==> src/rtl/fpu_bcd_out_if.sv <==
// Request/result bundle for the FPU-result-to-BCD converter.
// The master drives start/in_e/in_m; the converter (slave) drives the digits and status.
interface fpu_bcd_out_if #(parameter int FRAC_DIGITS = 2);
  logic                       start;
  logic [6:0]                 in_e;
  logic [14:0]                in_m;
  logic [19:0]                int_bcd;
  logic [4*FRAC_DIGITS-1:0]   frac_bcd;
  logic                       ovf;
  logic                       out_valid;
  logic                       idle;

  modport master (
    output start, in_e, in_m,
    input  int_bcd, frac_bcd, ovf, out_valid, idle
  );

  modport slave (
    input  start, in_e, in_m,
    output int_bcd, frac_bcd, ovf, out_valid, idle
  );
endinterface

==> src/rtl/fpu_bcd_out.sv <==
// FPU result (7b exp, 1.14 mantissa) to 5 integer + FRAC_DIGITS fraction BCD digits; out_valid 18+FRAC_DIGITS cycles after accept.
// FPU_BCD_ROUND_EN: one extra fraction digit + ROUND state (round half up), latency 20+FRAC_DIGITS; start ignored unless idle.
module fpu_bcd_out #(
  parameter int FRAC_DIGITS = 2
) (
  input  logic          clk,
  input  logic          rst_n,
  fpu_bcd_out_if.slave  bus
);

`ifdef FPU_BCD_ROUND_EN
  localparam int NDIG = FRAC_DIGITS + 1;
`else
  localparam int NDIG = FRAC_DIGITS;
`endif
  localparam int FW = 4 * NDIG;
  localparam logic [4:0] FRAC_LAST = 5'(NDIG - 1);

  localparam logic [2:0] S_IDLE   = 3'd0;
  localparam logic [2:0] S_ALIGN  = 3'd1;
  localparam logic [2:0] S_DABBLE = 3'd2;
  localparam logic [2:0] S_FRAC   = 3'd3;
`ifdef FPU_BCD_ROUND_EN
  localparam logic [2:0] S_ROUND  = 3'd4;
`endif
  localparam logic [2:0] S_DONE   = 3'd5;

  logic [2:0]                 state;
  logic [6:0]                 e_r;
  logic [14:0]                m_r;
  logic [15:0]                x_int;
  logic [13:0]                f;
  logic [19:0]                bcd_acc;
  logic [FW-1:0]              frac_acc;
  logic                       ovf_int;
  logic [4:0]                 cnt;
  logic [19:0]                int_bcd_q;
  logic [4*FRAC_DIGITS-1:0]   frac_bcd_q;
  logic                       ovf_q;
  logic                       out_valid_q;

  function automatic logic [19:0] dd_step(input logic [19:0] b, input logic bin);
    logic [19:0] t;
    t = b;
    for (int i = 0; i < 5; i++)
      if (t[4*i +: 4] >= 4'd5) t[4*i +: 4] = t[4*i +: 4] + 4'd3;
    return {t[18:0], bin};
  endfunction

  // Float-to-fixed alignment: X holds 16 integer and 14 fraction bits.
  logic [29:0] x_algn;
  logic        ovf_algn;
  logic [7:0]  rsh;

  always_comb begin
    x_algn   = '0;
    ovf_algn = 1'b0;
    rsh      = 8'd0 - {e_r[6], e_r};
    if (m_r != 15'd0) begin
      if (!e_r[6]) begin
        if (e_r >= 7'd16) ovf_algn = 1'b1;
        else              x_algn   = {15'd0, m_r} << e_r[3:0];
      end else if (rsh < 8'd15) begin
        x_algn = {15'd0, m_r} >> rsh[3:0];
      end
    end
  end

  // Fraction digit extraction: multiply by ten, the carry-out nibble is the next digit.
  logic [17:0]   f18;
  logic [FW-1:0] frac_next;

  always_comb begin
    f18            = ({4'd0, f} << 3) + ({4'd0, f} << 1);
    frac_next      = frac_acc << 4;
    frac_next[3:0] = f18[17:14];
  end

`ifdef FPU_BCD_ROUND_EN
  localparam int SW = 20 + 4 * FRAC_DIGITS;

  function automatic logic [SW:0] bcd_inc(input logic [SW-1:0] s);
    logic [SW-1:0] r;
    logic          c;
    r = s;
    c = 1'b1;
    for (int i = 0; i < SW / 4; i++) begin
      if (c) begin
        if (r[4*i +: 4] == 4'd9) begin
          r[4*i +: 4] = 4'd0;
        end else begin
          r[4*i +: 4] = r[4*i +: 4] + 4'd1;
          c = 1'b0;
        end
      end
    end
    return {c, r};
  endfunction

  logic [SW-1:0] rstr;
  logic [SW:0]   rinc;
  logic          rup;
  logic          rovf;
  logic [SW-1:0] rres;

  // Low nibble of frac_acc is the rounding digit; it is never shown.
  always_comb begin
    rstr = {bcd_acc, frac_acc[FW-1:4]};
    rinc = bcd_inc(rstr);
    rup  = (frac_acc[3:0] >= 4'd5);
    rovf = ovf_int | (rup & rinc[SW]);
    rres = rup ? rinc[SW-1:0] : rstr;
    if (rovf) rres = '0;
  end
`endif

  always_ff @(posedge clk or negedge rst_n) begin
    if (!rst_n) begin
      state       <= S_IDLE;
      e_r         <= '0;
      m_r         <= '0;
      x_int       <= '0;
      f           <= '0;
      bcd_acc     <= '0;
      frac_acc    <= '0;
      ovf_int     <= 1'b0;
      cnt         <= '0;
      int_bcd_q   <= '0;
      frac_bcd_q  <= '0;
      ovf_q       <= 1'b0;
      out_valid_q <= 1'b0;
    end else begin
      out_valid_q <= 1'b0;
      case (state)
        S_IDLE: begin
          if (bus.start) begin
            e_r   <= bus.in_e;
            m_r   <= bus.in_m;
            state <= S_ALIGN;
          end
        end
        S_ALIGN: begin
          x_int    <= x_algn[29:14];
          f        <= x_algn[13:0];
          ovf_int  <= ovf_algn;
          bcd_acc  <= '0;
          frac_acc <= '0;
          cnt      <= '0;
          state    <= S_DABBLE;
        end
        S_DABBLE: begin
          bcd_acc <= dd_step(bcd_acc, x_int[15]);
          x_int   <= {x_int[14:0], 1'b0};
          cnt     <= cnt + 5'd1;
          if (cnt == 5'd15) begin
            cnt   <= '0;
            state <= S_FRAC;
          end
        end
        S_FRAC: begin
          f        <= f18[13:0];
          frac_acc <= frac_next;
          cnt      <= cnt + 5'd1;
          if (cnt == FRAC_LAST) begin
            cnt <= '0;
`ifdef FPU_BCD_ROUND_EN
            state <= S_ROUND;
`else
            // Results land on the DONE entry edge so out_valid and data align.
            int_bcd_q   <= ovf_int ? 20'd0 : bcd_acc;
            frac_bcd_q  <= ovf_int ? '0 : frac_next;
            ovf_q       <= ovf_int;
            out_valid_q <= 1'b1;
            state       <= S_DONE;
`endif
          end
        end
`ifdef FPU_BCD_ROUND_EN
        S_ROUND: begin
          int_bcd_q   <= rres[SW-1:SW-20];
          frac_bcd_q  <= rres[4*FRAC_DIGITS-1:0];
          ovf_q       <= rovf;
          out_valid_q <= 1'b1;
          state       <= S_DONE;
        end
`endif
        S_DONE:  state <= S_IDLE;
        default: state <= S_IDLE;
      endcase
    end
  end

  assign bus.int_bcd   = int_bcd_q;
  assign bus.frac_bcd  = frac_bcd_q;
  assign bus.ovf       = ovf_q;
  assign bus.out_valid = out_valid_q;
  assign bus.idle      = (state == S_IDLE);

endmodule

==> src/flat_wrapper.sv <==
// flat-port wrapper written by rule: the top's interface ports become plain ports
module fpu_bcd_out_flat 
#(
  parameter int FRAC_DIGITS = 2
)
  (clk, rst_n, bus_start, bus_in_e, bus_in_m, bus_int_bcd, bus_frac_bcd, bus_ovf, bus_out_valid, bus_idle);
  fpu_bcd_out_if #(.FRAC_DIGITS(FRAC_DIGITS)) bus_i ();
  input  logic clk;
  input  logic rst_n;
  input wire logic [$bits(bus_i.start)-1:0] bus_start;
  input wire logic [$bits(bus_i.in_e)-1:0] bus_in_e;
  input wire logic [$bits(bus_i.in_m)-1:0] bus_in_m;
  output wire logic [$bits(bus_i.int_bcd)-1:0] bus_int_bcd;
  output wire logic [$bits(bus_i.frac_bcd)-1:0] bus_frac_bcd;
  output wire logic [$bits(bus_i.ovf)-1:0] bus_ovf;
  output wire logic [$bits(bus_i.out_valid)-1:0] bus_out_valid;
  output wire logic [$bits(bus_i.idle)-1:0] bus_idle;
  assign bus_i.start = bus_start;
  assign bus_i.in_e = bus_in_e;
  assign bus_i.in_m = bus_in_m;
  assign bus_int_bcd = bus_i.int_bcd;
  assign bus_frac_bcd = bus_i.frac_bcd;
  assign bus_ovf = bus_i.ovf;
  assign bus_out_valid = bus_i.out_valid;
  assign bus_idle = bus_i.idle;
  fpu_bcd_out #(.FRAC_DIGITS(FRAC_DIGITS)) u_core (.clk(clk), .rst_n(rst_n), .bus(bus_i));
endmodule
==> config.mk <==
export PLATFORM = sky130hd
export DESIGN_NAME = fpu_bcd_out_flat
export DESIGN_NICKNAME = d
export VERILOG_FILES = /design/src/rtl/fpu_bcd_out_if.sv /design/src/rtl/fpu_bcd_out.sv /design/src/flat_wrapper.sv
export SDC_FILE = /design/constraint.sdc
export NUM_CORES = 1
export LEC_CHECK = 0
export ABC_AREA = 1
export CORE_AREA = 3 3 129 106
export CTS_CLUSTER_SIZE = 14
export DETAILED_ROUTE_END_ITERATION = 8
export DIE_AREA = 0 0 132 109
export GPL_TIMING_DRIVEN = 0
export PLACE_DENSITY = 0.77
export SYNTH_ARGS = -nofsm -noshare
export SYNTH_HDL_FRONTEND = slang
export SYNTH_SLANG_ARGS = --single-unit
==> constraint.sdc <==
create_clock -name clk -period 2.7 [get_ports clk]
set_clock_uncertainty 0.1 [all_clocks]
set_input_delay 0.675 -clock clk [delete_from_list [all_inputs] [get_ports clk]]
set_output_delay 0.675 -clock clk [all_outputs]
set_load 0.05 [all_outputs]
# After elaboration in Yosys (flattened, before gate mapping)
# Cells that the tools add are included.
# word_totals
output_inout_bits	31
reg_bits	115
in_bits	25
# classes
n_reduce_logical	8
mux	27
shift	2
n_eq_ne	8
order_cmp	7
addsub	8
# ops
operator	count
$mux 30	4
$pmux 20 s2	1
$pmux 16 s2	1
$shl 15x4->30	1
$shr 15x4->30	1
$pmux 14 s2	1
$ge 4x3->1 const B	5
$mux 20	1
$add 17x15->18	1
$add 4x2->4 const B	4
$mux 4	4
$pmux 5 s3	1
$reduce_bool 15->1	1
$mux 3	4
$pmux 3 s4	1
$mux 5	2
$lt 8x4->1 const B	1
$mux 8	1
$pmux 4 s2	1
$sub 1x7->8 const A	1
$ge 7x5->1 const B	1
$eq 3x2->1 const B	2
$add 5x1->5 const B	1
$eq 5x1->1 const B	1
other kinds (11)	18

# Longest topological paths before layout
# Gate-level depths: netlist of the first run.
# logic_depth
word_depth	6
depth_mapped	17

# Worst setup path before layout of the first run
# No wires, ideal clock.
# synth_path
kind	reg2reg
start	register u_core.e_r[0]
end	register u_core.f[3]
arrival_ns	1.938
setup_ns	0.116
stages_incl_launch_ff	15
n_path_buf	3
path_slack_ns	0.545
cell_sequence	dfrtp_1 buf_4 inv_4 buf_4 ha_1 clkinv_1 clkbuf_1 o21ai_0 nand2_1 o21ai_0 nand2_1 o211ai_1 nand2_1 nand2_1 nand2_1
# synth_via
elab_chain_cells	6
word_cells_on_any_way	10
classes_between	add/sub: 1; order compare: 2; shift: 2; mux: 5
# synth_rtl
item	line	source
start, declared	fpu_bcd_out.sv:29	logic [6:0] e_r;
start signal, assigned	fpu_bcd_out.sv:137	e_r <= bus.in_e;
$sub 1x7->8	fpu_bcd_out.sv:58	rsh = 8'd0 - {e_r[6], e_r};
$lt 8x4->1 / $shr 15x4->30 (equally long branches)	fpu_bcd_out.sv:63, fpu_bcd_out.sv:64	
$mux 30	fpu_bcd_out.sv:63	end else if (rsh < 8'd15) begin
$mux 30 *	fpu_bcd_out.sv:60	if (!e_r[6]) begin
$mux 30 *	fpu_bcd_out.sv:59	if (m_r != 15'd0) begin
$pmux 14 s2 *	fpu_bcd_out.sv:134	case (state)
end signal, assigned	fpu_bcd_out.sv:144	f <= x_algn[13:0];
end signal, assigned	fpu_bcd_out.sv:161	f <= f18[13:0];
end, declared	fpu_bcd_out.sv:32	logic [13:0] f;
# Every way passes the cells marked *; elsewhere a longest branch is shown, timed or not.
# A chain may end at the register's enable or synchronous reset.

# Worst setup path in the final report of the first run
# layout_path
start	register u_core.e_r[1]
end	register u_core.f[2]
# The elaborated chain is that of the path after synthesis.

==> summary.md, run 1 <==
| Metric | Value |
|---|---|
| Outcome | finished, final reports clean |
| Cells after synthesis | ~1000 |
| Synth area leader | dfrtp_1 |
| Global-route usage over all layers | 0.315 |
| Layout area overhead | 19.4% |
| Filler instances | roughly 1000 |
| Post-Syn Area | ~0.0074 sq mm |
| Grt ovf | 0 |
| Final worst path period share | 0.949 |
| Synth top area share | 0.389 |
| Final core utilization | 0.719 |
| Fraction of layout instances using a drive strength above 1 | 0.0955 |
| Setup TNS | 0 ns |
| Clk slew on worst S/H paths | 0.05 ns |
| Vias in the first global route | roughly 7000 |
| Final hold violations | 0 |
| Remaining DRCs | 0 |
| Largest cells by area after synthesis | dfrtp_1, nand2_1, nand3_1, inv_1, ha_1 |
| Initial antenna violation count | 0 |
| Library cells used by synthesis | 42 |
| Primary FF master, synth | dfrtp_1 |
| Synth warn | 0 |
| Pre-Repair DR Iteration Count | 5 |
| Leak | about 4.2 nW |
| Rows | 36 |
| Syn nets | ~1100 |
| Num CTS Buffers | 17 |
| Critical path's largest stage delay | approximately 0.42 ns |
| Initial cell density of the core | 0.602 |
| Final wirelength | 22000 um |
| CTS Root Cell | clkbuf_16 |
| Most frequent cell after synthesis | nand2_1 |
| IO Count | 56 |
| Clock tree buffer depth | 2 |
| Post-CTS Setup Inserts | 0 |
| Port bufs | 55 |
| Die W | 132 um |
| Pins Over Slew Limit | 0 |
| H-tree lvl count | 4 |
| Register bit total from synthesis | about 120 |
| Data required, critical path | 2.91 ns |
| Height of the die | about 110 um |
| Arrival @ worst endpoint | 2.77 ns |
| Type of the worst setup path | register to register |
| Most frequent cells after synthesis | nand2_1, nand3_1, dfrtp_1 |
| Worst hold path type | input port to async pin |
| Mean Syn Cell Area | about 7.2 sq um |
| Core Area | about 0.012 sq mm |
| Critical path buffers and inverters | 3 |
| Vias/cell | 5.81 |
| Initial DRC count | around 930 |
| Fin nets | between 1000 and 1500 |
| Vias post-DR | 7440 |
| CP startpoint kind | register |
| Largest net degree at the start of global routing | 94 |
| Cell Chain, Critical Path | inv_1, clkbuf_4, ha_2, clkbuf_1, nor2_1, nand2_1, o21ai_0, o21ai_1, o21ai_1, nand3_1, nand2_1 |
| Crit path max fanout | 11 |
| # clock sinks | between 100 and 150 |
| Rel. slew slack | 0.577 |
| Worst slew pin tran | between 0.6 and 0.7 ns |
| Crit path max-delay family | buffers and inverters |
| Final GP Congestion | 0.970 |
| Die Area | approximately 0.014 sq mm |
| Critical path startpoint | u_core.e_r[1] |
| RR Startpoint | u_core.e_r[1] |
| Number of synthesized flops with an enable pin | 0 |
| Maximum VDD drop | around 0.00065 V |
| Crit end category | register |
| # diodes | 0 |
| Achievable Freq | approximately 0.39 GHz |
| Number of max-cap violations | 0 |
| Async S/R FF share, synth | 1.00 |
| Global-route wire length before repair | 35700 um |
| Clock latency at the later pin of the worst-skew pair | approximately 0.43 ns |
| Number of routed nets with antenna violations | 0 |
| Detailed placement HPWL | 16100 um |
| Slowest cell on crit path | ha_2 |
| Final Setup Violations | 0 |
| Sequential fraction of the synthesis area | 0.389 |
| PwrDens | roughly 1300 mW/mm^2 |
| CTS tree | yes |
| Tmin final | ~2.6 ns |
| WL/cell | around 17 um |
## logic make-up (layout without fill, tap and decap cells)
group | Yosys count | after routing | synth area share
AND/OR/NAND/NOR | 509 | 509 | 0.293
AO/OA/AOI/OAI | 203 | 203 | 0.163
buffers and inverters | 156 | 244 | 0.0911
flip-flops | 115 | 115 | 0.389
adder cells (fa/ha/maj) | 29 | 29 | 0.0500
XOR/XNOR | 5 | 5 | 0.00592
multiplexers | 5 | 5 | 0.00761
## worst reg2reg max path: cells and delay by family, from the launching register on
kind	cells	cell delay, ns
AO/OA/AOI/OAI	3	0.35
AND/OR/NAND/NOR	4	0.41
adder cells (fa/ha/maj)	1	0.42
buffers and inverters	3	0.75
flip-flops	1	0.41
## layout make-up
type,instances,area (sq um),share of cell area
clock buffer,20,457,0.0517
tap,171,214,0.0242
multi-input combinational,751,3850,0.436
inverter,116,449,0.0508
timing repair buffer,56,578,0.0654
clock inverter,12,178,0.0201
buffer,40,233,0.0263
sequential,115,2880,0.326
## cells in the final DEF (no fill, tap or decap), types with 12 or more instances in the layout
cell             count
inv_1              100
o211ai_1            17
dfrtp_1            114
clkbuf_1            16
nor2_1              79
nand2_1            288
nand3_1            117
o21ai_1             16
o21ai_0             64
clkdlybuf4s50_1     53
o21ai_2             12
clkbuf_16           17
a21oi_1             52
ha_1                27
## per-layer routing
layer  up-vias  share of wire  global-route usage  wire, um
li1       3542              -                   -         -
met1      3530           0.46               0.464     10200
met2       343           0.42               0.466      9360
met3        25           0.10              0.0826      2200
met4         0          0.011              0.0735       241
met5         -              0                   0         0
## sequential cells by signal, summed over array words and instances (netlist names)
| register | flops |
|---|---|
| u_core.bcd_acc | 20 |
| u_core.bus.frac_bcd | 8 |
| u_core.bus.int_bcd | 20 |
| u_core.bus.out_valid | 1 |
| u_core.bus.ovf | 1 |
| u_core.cnt | 5 |
| u_core.e_r | 7 |
| u_core.f | 14 |
| u_core.frac_acc | 4 |
| u_core.m_r | 15 |
| u_core.ovf_int | 1 |
| u_core.state | 3 |
| u_core.x_int | 16 |
## worst paths after layout
check / cells after the start / slack [ns] / end
hold reg to reg: 2 / 0.38 / u_core.bus.int_bcd[19]
hold / removal: 1 / 0.007 / u_core.m_r[13]
setup reg to reg: 11 / 0.14 / u_core.f[2]
setup / recovery: 11 / 0.14 / u_core.f[2]
min in group clk: 2 / 0.38 / u_core.bus.int_bcd[19]
max in group asynchronous: 2 / 1.76 / u_core.f[6]
## report_power, final
group	leakage, nW	internal [mW]	switching [mW]
clock	0.310	1.59	0.848
combinational	2.36	1.92	4.35
sequential	1.50	2.20	0.458
total	4.18	5.71	5.66
## through the flow
| stage | worst slack (ns) | hold slack (ns) | area (sq um) | cells | total power, mW |
|---|---|---|---|---|---|
| final | 0.138 | 0.00750 | 8840 | 1281 | 11.4 |
| after global placement | -3.58 | 0.364 | 8170 | 1248 | 8.58 |
| after global routing | -0.00738 | 0.0166 | 8840 | 1281 | 12.1 |
| after CTS | 0.104 | 0.00532 | 8830 | 1281 | 11.2 |
| after detailed placement | 0.126 | 0.369 | 8200 | 1249 | 8.64 |
| after floorplan | 0.545 | 0.279 | 7400 | 1022 | 6.95 |
## repair_timing
item	in CTS	in global routing
gates resized for setup	1	6
endpoints found under the setup margin	1	10
hold buffers	0	0
Note: power is estimated with default switching activity, not from simulation.
==> inputs of run 2 (changes only) <==
--- a/config.mk
+++ b/config.mk
@@ -10,8 +10,9 @@
 export CTS_CLUSTER_SIZE = 14
 export DETAILED_ROUTE_END_ITERATION = 8
 export DIE_AREA = 0 0 132 109
+export DONT_BUFFER_PORTS = 1
 export GPL_TIMING_DRIVEN = 0
-export PLACE_DENSITY = 0.77
+export PLACE_DENSITY = 0.74
 export SYNTH_ARGS = -nofsm -noshare
 export SYNTH_HDL_FRONTEND = slang
 export SYNTH_SLANG_ARGS = --single-unit
==> summary.md, run 2 (synthesized netlist as in run 1, its figures left out) <==
| Metric | Value |
|---|---|
| Die Area | 0.0144 sq mm (unchanged) |
| Final Setup Violations | 0 (unchanged) |
| Height of the die | 109 um (unchanged) |
| Vias in the first global route | 6656 (was 6966) |
| Achievable Freq | 0.390 GHz (about the same) |
| Rows | 36 (unchanged) |
| Port bufs | 0 (was 55) |
| Cell Chain, Critical Path | inv_1, clkbuf_4, ha_2, clkbuf_1, nand3_1, nand2_1, o21ai_0, o21ai_1, o21ai_1, nand3_1, nand2_1 (was inv_1, clkbuf_4, ha_2, clkbuf_1, nor2_1, nand2_1, o21ai_0, o21ai_1, o21ai_1, nand3_1, nand2_1) |
| Fin worst setup slack | 0.136 ns (was 0.138 ns) |
| Crit end category | register (unchanged) |
| Global-route wire length before repair | 33600 um (was 35700 um) |
| CP startpoint kind | register (unchanged) |
| Slowest cell on crit path | dfrtp_2 (was ha_2) |
| Arrival @ worst endpoint | 2.81 ns (was 2.77 ns) |
| Num CTS Buffers | 17 (unchanged) |
| Pins Over Slew Limit | 0 (unchanged) |
| Vias/cell | 5.82 (was 5.81) |
| Most frequent cells in the layout | nand2_1, nand3_1, dfrtp_1 (unchanged) |
| Initial DRC count | 668 (was 931) |
| Rel. slew slack | 0.533 (was 0.577) |
| Layout area overhead | 12.4% (was 19.4%) |
| Crit path max fanout | 11 (unchanged) |
| Place WS | 0.168 ns (was 0.126 ns) |
| Number of max-cap violations | 0 (unchanged) |
| # clock sinks | 115 (unchanged) |
| Worst hold path type | input port to async pin (unchanged) |
| Initial antenna violation count | 0 (unchanged) |
| RSZ-0062 raised after global routing | yes |
| Largest net degree at the start of global routing | 116 (was 94) |
| Pre-Repair DR Iteration Count | 7 (was 5) |
| Fraction of layout instances using a drive strength above 1 | 0.0987 (was 0.0955) |
| Global-route usage over all layers | 0.295 (was 0.315) |
| Clock tree buffer depth | 2 (unchanged) |
| Placed cell count | 1193 (was 1249) |
| Final GP Congestion | 0.989 (was 0.970) |
| Fin nets | 1095 (was 1151) |
| Core Area | 0.0123 sq mm (unchanged) |
| IO Count | 56 (unchanged) |
| Post-CTS Setup Inserts | 0 (unchanged) |
| WL/cell | 17.0 um (was 17.2 um) |
| Hold slack | -0.146 ns (was 0.00750 ns) |
| Die W | 132 um (unchanged) |
| Number of routed nets with antenna violations | 0 (unchanged) |
| Grt ovf | 0 (unchanged) |
| Final wirelength | 20800 um (was 22000 um) |
| Clock latency at the later pin of the worst-skew pair | 0.41 ns (was 0.43 ns) |
| Type of the worst setup path | register to register (unchanged) |
| Vias post-DR | 7134 (was 7440) |
| PwrDens | 1360 mW/mm^2 (was 1290 mW/mm^2) |
| Data required, critical path | 2.95 ns (was 2.91 ns) |
| Detailed placement HPWL | 15100 um (was 16100 um) |
| Final core utilization | 0.677 (was 0.719) |
| Worst slew pin tran | 0.700 ns (was 0.628 ns) |
| Commonest non-fill, non-tap cell in the layout | nand2_1 (unchanged) |
| Outcome | finished with violations (was finished, final reports clean) |
| Final hold violations | 115 (was 0) |
| CTS tree | yes (unchanged) |
| Total Power | 11.3 mW (was 11.4 mW) |
| Critical path's largest stage delay | 0.44 ns (was 0.42 ns) |
| Finished Layout Cells | 1225 (was 1281) |
| Failing checks | negative hold slack |
| H-tree lvl count | 4 (unchanged) |
| Remaining DRCs | 0 (unchanged) |
| Leak | 3.98 nW (was 4.18 nW) |
| # diodes | 0 (unchanged) |
| CTS Root Cell | clkbuf_16 (unchanged) |
| Tmin final | 2.56 ns (about the same) |
| Clk slew on worst S/H paths | 0.06 ns (was 0.05 ns) |
| Initial cell density of the core | 0.602 (unchanged) |
| Maximum VDD drop | 0.000617 V (was 0.000652 V) |
| Final worst path period share | 0.950 (was 0.949) |
## run 2: changes by cell type in the layout (fill, tap and decap cells not counted), sizes merged
cell and delta:
clkbuf +1, clkdlybuf4s50 -53, buf -2, clkinv -3, bufinv +2, dlygate4sd2 -1
## run 2: path summary, 6_finish.rpt
kind	start	to	slack, ns	cells after the start
min in group clk	bus_in_m[10]	u_core.m_r[10]	0.31	1
max in group asynchronous	rst_n	u_core.bus.frac_bcd[3]	2.49	0
worst min register to register	u_core.x_int[0]	u_core.x_int[0]	0.38	2
worst max-delay path	u_core.e_r[1]	u_core.f[2]	0.14	11
worst min-delay path	rst_n	u_core.m_r[14]	-0.15	0
worst max register to register	u_core.e_r[1]	u_core.f[2]	0.14	11
## run 2: what timing repair did
item / in CTS / in global routing
hold endpoints to repair: 115 / 115
gates resized for setup: 0 / 7
endpoints found under the setup margin: 0 / 12
## run 2: layout make-up
cell class	count	area (sq um)
Clock buffer	21	470
Multi-Input combinational cell	751	3850
Clock inverter	11	223
Inverter	116	449
Tap cell	171	214
Sequential cell	115	2880
Buffer	40	233
Fill cell	1052	3980
## run 2: critical path: cells and delay by family (launching register included)
kind | cells | cell delay, ns
fa+ha+maj | 1 | 0.33
compound gates | 3 | 0.53
simple gates | 4 | 0.41
flops | 1 | 0.44
buf+inv | 3 | 0.68
## run 2: metal layers
layer / wire, um / GRT usage
met3: 2240 / 0.0923
met2: 8560 / 0.420
met4: 301 / 0.0862
met5: 0 / 0
met1: 9670 / 0.433
## run 2: power breakdown
part / leakage, nW / internal [mW] / switching, mW
sequential: 1.50 / 2.19 / 0.620
clock: 0.334 / 1.81 / 0.855
combinational: 2.14 / 1.80 / 4.04
total: 3.98 / 5.81 / 5.52
## run 2: through the flow
stage	area [sq um]	setup TNS (ns)
5_1_grt	8320	-0.00537
2_1_floorplan	7400	0
3_3_place_gp	7620	0
6_report	8320	0
4_1_cts	8310	0
3_5_place_dp	7620	0
